===== src/rtl/accumulator_8bit.sv =====
// accumulator_8bit: burst accumulator over a valid/ready handshake with a sticky overflow flag.
// Define ACCUM_SATURATE_EN to clamp the total at 0xFF on carry-out instead of wrapping.
module adder_8bit (
    input  logic [7:0] a,
    input  logic [7:0] b,
    input  logic       carry_in,
    output logic [7:0] sum,
    output logic       overflow
);
    assign {overflow, sum} = {1'b0, a} + {1'b0, b} + {8'b0, carry_in};
endmodule

module accumulator_8bit #(
    parameter int NUM_OPERANDS = 4
) (
    input  logic       clk,
    input  logic       rst,
    input  logic       start,
    input  logic       in_valid,
    input  logic [7:0] in_data,
    output logic       in_ready,
    output logic       busy,
    output logic       done,
    output logic [7:0] result,
    output logic       overflow
);
    typedef enum logic [1:0] {IDLE, ACCUM, DONE} state_t;
    localparam logic [3:0] LAST = 4'(NUM_OPERANDS - 1);
    state_t     state_q;
    logic [7:0] acc_q, acc_d, sum;
    logic [3:0] cnt_q;
    logic       ovf_q, add_ovf, done_q, in_ready_q, busy_q;
    logic       accept;
    adder_8bit u_adder (
        .a       (acc_q),
        .b       (in_data),
        .carry_in(1'b0),
        .sum     (sum),
        .overflow(add_ovf)
    );
    assign accept = in_valid & in_ready_q;
`ifdef ACCUM_SATURATE_EN
    assign acc_d = add_ovf ? 8'hFF : sum;
`else
    assign acc_d = sum;
`endif
    // Handshake outputs are registered alongside the state so they never depend on inputs.
    always_ff @(posedge clk or posedge rst) begin
        if (rst) begin
            state_q    <= IDLE;
            acc_q      <= 8'h00;
            cnt_q      <= 4'd0;
            ovf_q      <= 1'b0;
            done_q     <= 1'b0;
            in_ready_q <= 1'b0;
            busy_q     <= 1'b0;
        end else begin
            case (state_q)
                IDLE: if (start) begin
                    state_q    <= ACCUM;
                    acc_q      <= 8'h00;
                    cnt_q      <= 4'd0;
                    ovf_q      <= 1'b0;
                    in_ready_q <= 1'b1;
                    busy_q     <= 1'b1;
                end
                ACCUM: if (accept) begin
                    acc_q <= acc_d;
                    ovf_q <= ovf_q | add_ovf;
                    cnt_q <= cnt_q + 4'd1;
                    if (cnt_q == LAST) begin
                        state_q    <= DONE;
                        in_ready_q <= 1'b0;
                        busy_q     <= 1'b0;
                        done_q     <= 1'b1;
                    end
                end
                default: begin
                    state_q <= IDLE;
                    done_q  <= 1'b0;
                end
            endcase
        end
    end
    assign in_ready = in_ready_q;
    assign busy     = busy_q;
    assign done     = done_q;
    assign result   = acc_q;
    assign overflow = ovf_q;
endmodule

===== config.mk =====
export PLATFORM = sky130hd
export DESIGN_NAME = accumulator_8bit
export DESIGN_NICKNAME = d
export VERILOG_FILES = /design/src/rtl/accumulator_8bit.sv
export SDC_FILE = /design/constraint.sdc
export NUM_CORES = 1
export LEC_CHECK = 0
export BUFFER_PORTS_ARGS = -buffer_cell sky130_fd_sc_hd__buf_2
export CAP_MARGIN = 15
export CORE_UTILIZATION = 35
export CTS_BUF_LIST = sky130_fd_sc_hd__clkbuf_4
export DETAILED_ROUTE_END_ITERATION = 8
export GPL_TIMING_DRIVEN = 0
export SYNTH_ARGS = -nofsm -noshare
export SYNTH_HDL_FRONTEND = slang
export SYNTH_SLANG_ARGS = --single-unit

===== constraint.sdc =====
create_clock -name clk -period 4.25 [get_ports clk]
set_input_delay 0.425 -clock clk [delete_from_list [all_inputs] [get_ports clk]]
set_output_delay 0.425 -clock clk [all_outputs]
set_load 0.005 [all_outputs]

## Word-level counts from Yosys, hierarchy flattened

Cells that the tools add are included.

- Bits in read-only memories: 0
- Logic and storage cells: 42
- Bits of input ports: 12
- Bits in writable memories: 0
- Memories: 0
- Register bits after elaboration: 17
- Output and inout bits: 12
- Bits in latches: 0

- Shifts and indexed selects: 0
- Order comparisons: 0
- Mux-type cells: 20
- Equality and inequality tests: 5
- Reduce and logical (&&, ||, !) cells: 6
- Add/sub/neg operators: 2
- Div/mod/pow operators: 0
- Bitwise logic cells: 3
- Multiply operators: 0

Operators with widths:

| operator | count |
|---|---|
| $mux 8 | 2 |
| $pmux 8 s2 | 1 |
| $add 8x8->9 | 1 |
| $reduce_and 3->1 | 3 |
| $mux 4 | 2 |
| $pmux 4 s2 | 1 |
| $mux 1 | 7 |
| $mux 2 | 3 |
| $ne 2x2->1 const B | 3 |
| $pmux 1 s2 | 3 |
| $add 4x1->4 const B | 1 |
| $eq 4x2->1 const B | 1 |
| $pmux 2 s2 | 1 |
| $reduce_and 4->1 | 1 |
| $eq 2x1->1 const B | 1 |
| $logic_not 2->1 | 1 |
| $reduce_bool 2->1 | 1 |
| $and 1x1->1 | 1 |
| $not 1->1 | 1 |
| $or 1x1->1 | 1 |

## Longest topological paths before layout

- Depth in word-level cells: 4
- Mapped depth: 6
- Mapped depth without buffers: 6

## Cells and area by module

Synthesis repeated with hierarchy kept, for this count alone.

- Cells, all modules: 99
- Area total of the unflattened synthesis: 1,038.5 µm²

By module, submodules not included:

| module | instances | cells each | sequential area each (µm²) | area each (µm²) |
|---|---|---|---|---|
| accumulator_8bit | 1 | 57 | 425.4 | 706.9 |
| adder_8bit | 1 | 42 | 0.0 | 331.6 |

## Worst setup path before layout

Ideal clock, no wire load.

- Path type: in2reg
- Start point: input port in_data[2]
- End point: register acc_q[7], in the netlist result[7]
- Arrival time: 1,695 ps
- Buffers on the path: 0
- Stages on the path: 5
- Required time: 4,128 ps
- Library setup time: 122 ps
- Slack: 2,433 ps
- Path through: ha_1 -> a21oi_2 -> a21oi_1 -> or4_1 -> a32o_1

- Cells in the longest elaborated chain, start to end: 3

Ends and longest elaborated chain:

| item | RTL line | source |
|---|---|---|
| start, declared | 20 | `input logic [7:0] in_data,` |
| $add 8x8->9 | 10 | `assign {overflow, sum} = {1'b0, a} + {1'b0, b} + {8'b0, carry_in};` |
| $mux 8 | 67 | `ACCUM: if (accept) begin` |
| $pmux 8 s2 | 58 | `case (state_q)` |
| end signal, assigned | 51 | `acc_q <= 8'h00;` |
| end signal, assigned | 61 | `acc_q <= 8'h00;` |
| end signal, assigned | 68 | `acc_q <= acc_d;` |
| end, declared | 30 | `logic [7:0] acc_q, acc_d, sum;` |

Every way passes these cells. The select of a mux whose other input is x is not followed.
A chain may end at the register's enable or synchronous reset.

## Final worst setup path

- Start point: register acc_q[0], in the netlist result[0]
- End point: register ovf_q, in the netlist overflow

- Cells in the longest elaborated chain, start to end: 4

Ends and longest elaborated chain:

| item | RTL line | source |
|---|---|---|
| $add 8x8->9 | 10 |  |
| $or 1x1->1 | 69 | `ovf_q <= ovf_q \| add_ovf;` |
| $mux 1 | 67 |  |
| $pmux 1 s2 | 58 |  |
| end signal, assigned | 69 |  |
| end, declared | 32 | `logic ovf_q, add_ovf, done_q, in_ready_q, busy_q;` |

Every way passes these cells. The select of a mux whose other input is x is not followed.

==> metrics.md <==
| Metric | Value |
|---|---|
| Run status | `complete, no violations` |
| Power density over cell area | `236 nW/um^2` |
| Setup Fix Bufs, Post-CTS | `0` |
| Avg WL per Cell | `13.8 um` |
| CTS Buffer Depth | `2` |
| Number of antenna diodes | `0` |
| Vias in the first global route | `871` |
| P_sw | `0.0776 mW` |
| Comb pwr share | `8.9%` |
| Detail Route Antenna Nets | `0` |
| Final period util | `45.1%` |
| Hold crit path type | `in -> async` |
| HPWL Detailed | `1580 um` |
| Pre-antenna DRT Iters | `4` |
| Final wirelength | `2170 um` |
| Synth area leader | `dfrtp_1` |
| TNS Setup | `0 ps` |
| Critical path peak fanout | `3` |
| Pleak | `0.655 nW` |
| Cell Int Power | `0.209 mW` |
| Critical path endpoint category | `register` |
| Area contributors post-synth | `dfrtp_1 (41%), ha_1 (11%), a22o_2 (3.9%)` |
| Arrival time at the worst endpoint | `2100 ps` |
| DIE WIDTH | `56.3 um` |
| Area Growth Syn to Fin | `17.8%` |
| Clk root buf | `clkbuf_4` |
| CTS tree | `built` |
| Core area | `2780 um^2` |
| # DRC | `0` |
| Worst stage delay on the critical path | `410 ps` |
| Layout cell share with drive strength beyond 1 | `30.2%` |
| Peak supply drop | `0.195 mV` |
| Slew Limit Headroom | `52.0%` |
| EDFF count, synth | `0` |
| IO Port Bufs | `23` |
| Critical-path cell list | `ha_1, fa_1, a21oi_1, o211ai_1, a31oi_1, o22ai_1` |
| I/O pin count | `24` |
| Commonest non-fill, non-tap cell in the layout | `buf_2` |
| H-tree levels | `1` |
| Clk sinks | `17` |
| CTS resizes | `0` |
| Die Y | `56.3 um` |
| Post-synthesis cell count | `99` |
| Fin. Hold Viols | `0` |
| CP max-delay cell | `dfrtp_1` |
| Critical Path RT | `4430 ps` |
| Row cnt | `19` |
| Overall die area | `3170 um^2` |
| Synthesized flop and latch total | `17` |
| Top_reg_cell synth | `dfrtp_1` |
| Max cap viols | `0` |
| YS warnings | `0` |
| Distinct cells, synth | `37` |
| Mapped Area | `1030 um^2` |
| WHS | `197 ps` |
| Mapped Nets | `121` |
| Vias/cell | `5.47` |
| Skew final | `5.13 ps` |
| Slew Limit Fails | `0` |
| Setup repair after global routing missed its margin | `no` |
| First DRT Iteration DRCs | `23` |
| Clock Power Share | `34.3%` |
| Total power | `0.287 mW` |
| Setup WS pre-CTS | `2210 ps` |
| Global-route wire length before repair | `3840 um` |
| GP Congestion | `0.763` |
| Asr flop ratio synth | `100%` |
| Final #Nets | `149` |
| Vias | `859` |
| Worst Setup Path Type | `reg -> reg` |
| CTS clk-pin slew, worst paths | `120 ps` |
| Initial core utilization | `37.1%` |
| Max Clk Rate | `521 MHz` |
| Highest-count cells in the layout ignoring fill and taps | `buf_2 (23), dfrtp_1 (17), ha_1 (9)` |
| Area share of the largest cell type after synthesis | `41.2%` |
| Worst-margin pin slew | `718 ps` |
| Initial antenna violation count | `0` |
| CTS Hold Bufs | `0` |
| Switching share of power | `27.1%` |
| Number of CTS-inserted buffers | `3` |
| Post-synthesis sequential area ratio | `41.2%` |
| Total global routing overflow | `0` |
| All-Layer GR Usage | `15.7%` |
| Final worst slack | `2330 ps` |
| Worst-Skew Late Latency | `310 ps` |
| Seq pwr share | `56.9%` |
| Minimum clock period | `1920 ps` |
| Post-synthesis average cell area | `10.4 um^2` |
| Final-report setup violation count | `0` |
| Setup crit start kind | `register` |
| Largest net degree at the start of global routing | `18` |
-- state kept, by name, indices dropped and copies added, names as in the netlist --
| name | flops |
|---|---|
| busy | 1 |
| result | 8 |
| overflow | 1 |
| cnt_q | 4 |
| done | 1 |
| state_q | 2 |
-- final timing paths --
path                       startpoint         end  slack [ps]  cells after the start
setup / recovery            result[0]    overflow        2330                      6
hold / removal                    rst  state_q[1]         200                      2
setup reg to reg            result[0]    overflow        2330                      6
hold reg to reg                  done        done         510                      1
max in group asynchronous         rst   result[6]        3610                      2
min in group clk                start        busy         430                      3
-- per-layer routing --
layer,vias up,track usage [%],share of wire (%)
met3,2,5.30,4.9
met4,0,5.57,0.74
met1,405,19.9,47
met5,-,0,0
li1,428,-,-
met2,24,25.0,48
-- worst max-delay path: cells and delay by family, from the launching register on --
| kind | cells | cell delay (ps) |
|---|---|---|
| AOI/OAI and AO/OA | 4 | 770 |
| adders and majority gates | 2 | 610 |
| DFF | 1 | 410 |
-- logic make-up after synthesis --
family | after synthesis | share of synthesized area [%]
flops | 17 | 41.2
buf+inv | 8 | 4.36
simple gates | 31 | 18.2
fa+ha+maj | 10 | 12.8
compound gates | 28 | 19.2
xor+xnor | 5 | 4.24
-- metrics by stage --
step / util [%] / std cells / area [um^2]
5_1_grt: 43.7 / 157 / 1220
3_3_place_gp: 42.6 / 153 / 1190
6_report: 43.7 / 157 / 1220
4_1_cts: 43.7 / 157 / 1220
2_1_floorplan: - / 99 / 1030
3_5_place_dp: 42.6 / 153 / 1190
-- power by group through the flow --
stage | Combinational, mW | Sequential [mW] | Clock, mW
after floorplan | 0.0149 | 0.166 | 0
after global placement | 0.0247 | 0.166 | 0
after detailed placement | 0.0255 | 0.166 | 0
after CTS | 0.0257 | 0.163 | 0.101
after global routing | 0.0295 | 0.163 | 0.107
final | 0.0254 | 0.163 | 0.0983
-- area by class of cell --
cell class / count / area (um^2)
Fill cell: 285 / 1570
Multi-Input combinational cell: 74 / 562
Sequential cell: 17 / 425
Timing Repair Buffer: 23 / 115
Tap cell: 31 / 38.8
Buffer: 3 / 26.3
Clock buffer: 3 / 22.5
Inverter: 5 / 18.8
Clock inverter: 1 / 7.51
-- Yosys cell counts (all sizes together) (3+ instances only) --
cell type / n
a21oi: 8
a22o: 4
buf: 3
dfrtp: 17
ha: 9
inv: 5
nand2: 6
nand3: 5
nor2: 6
o21ai: 3
o31ai: 3
or3: 3
xor2: 3
Note: power is estimated with default switching activity, not from simulation.
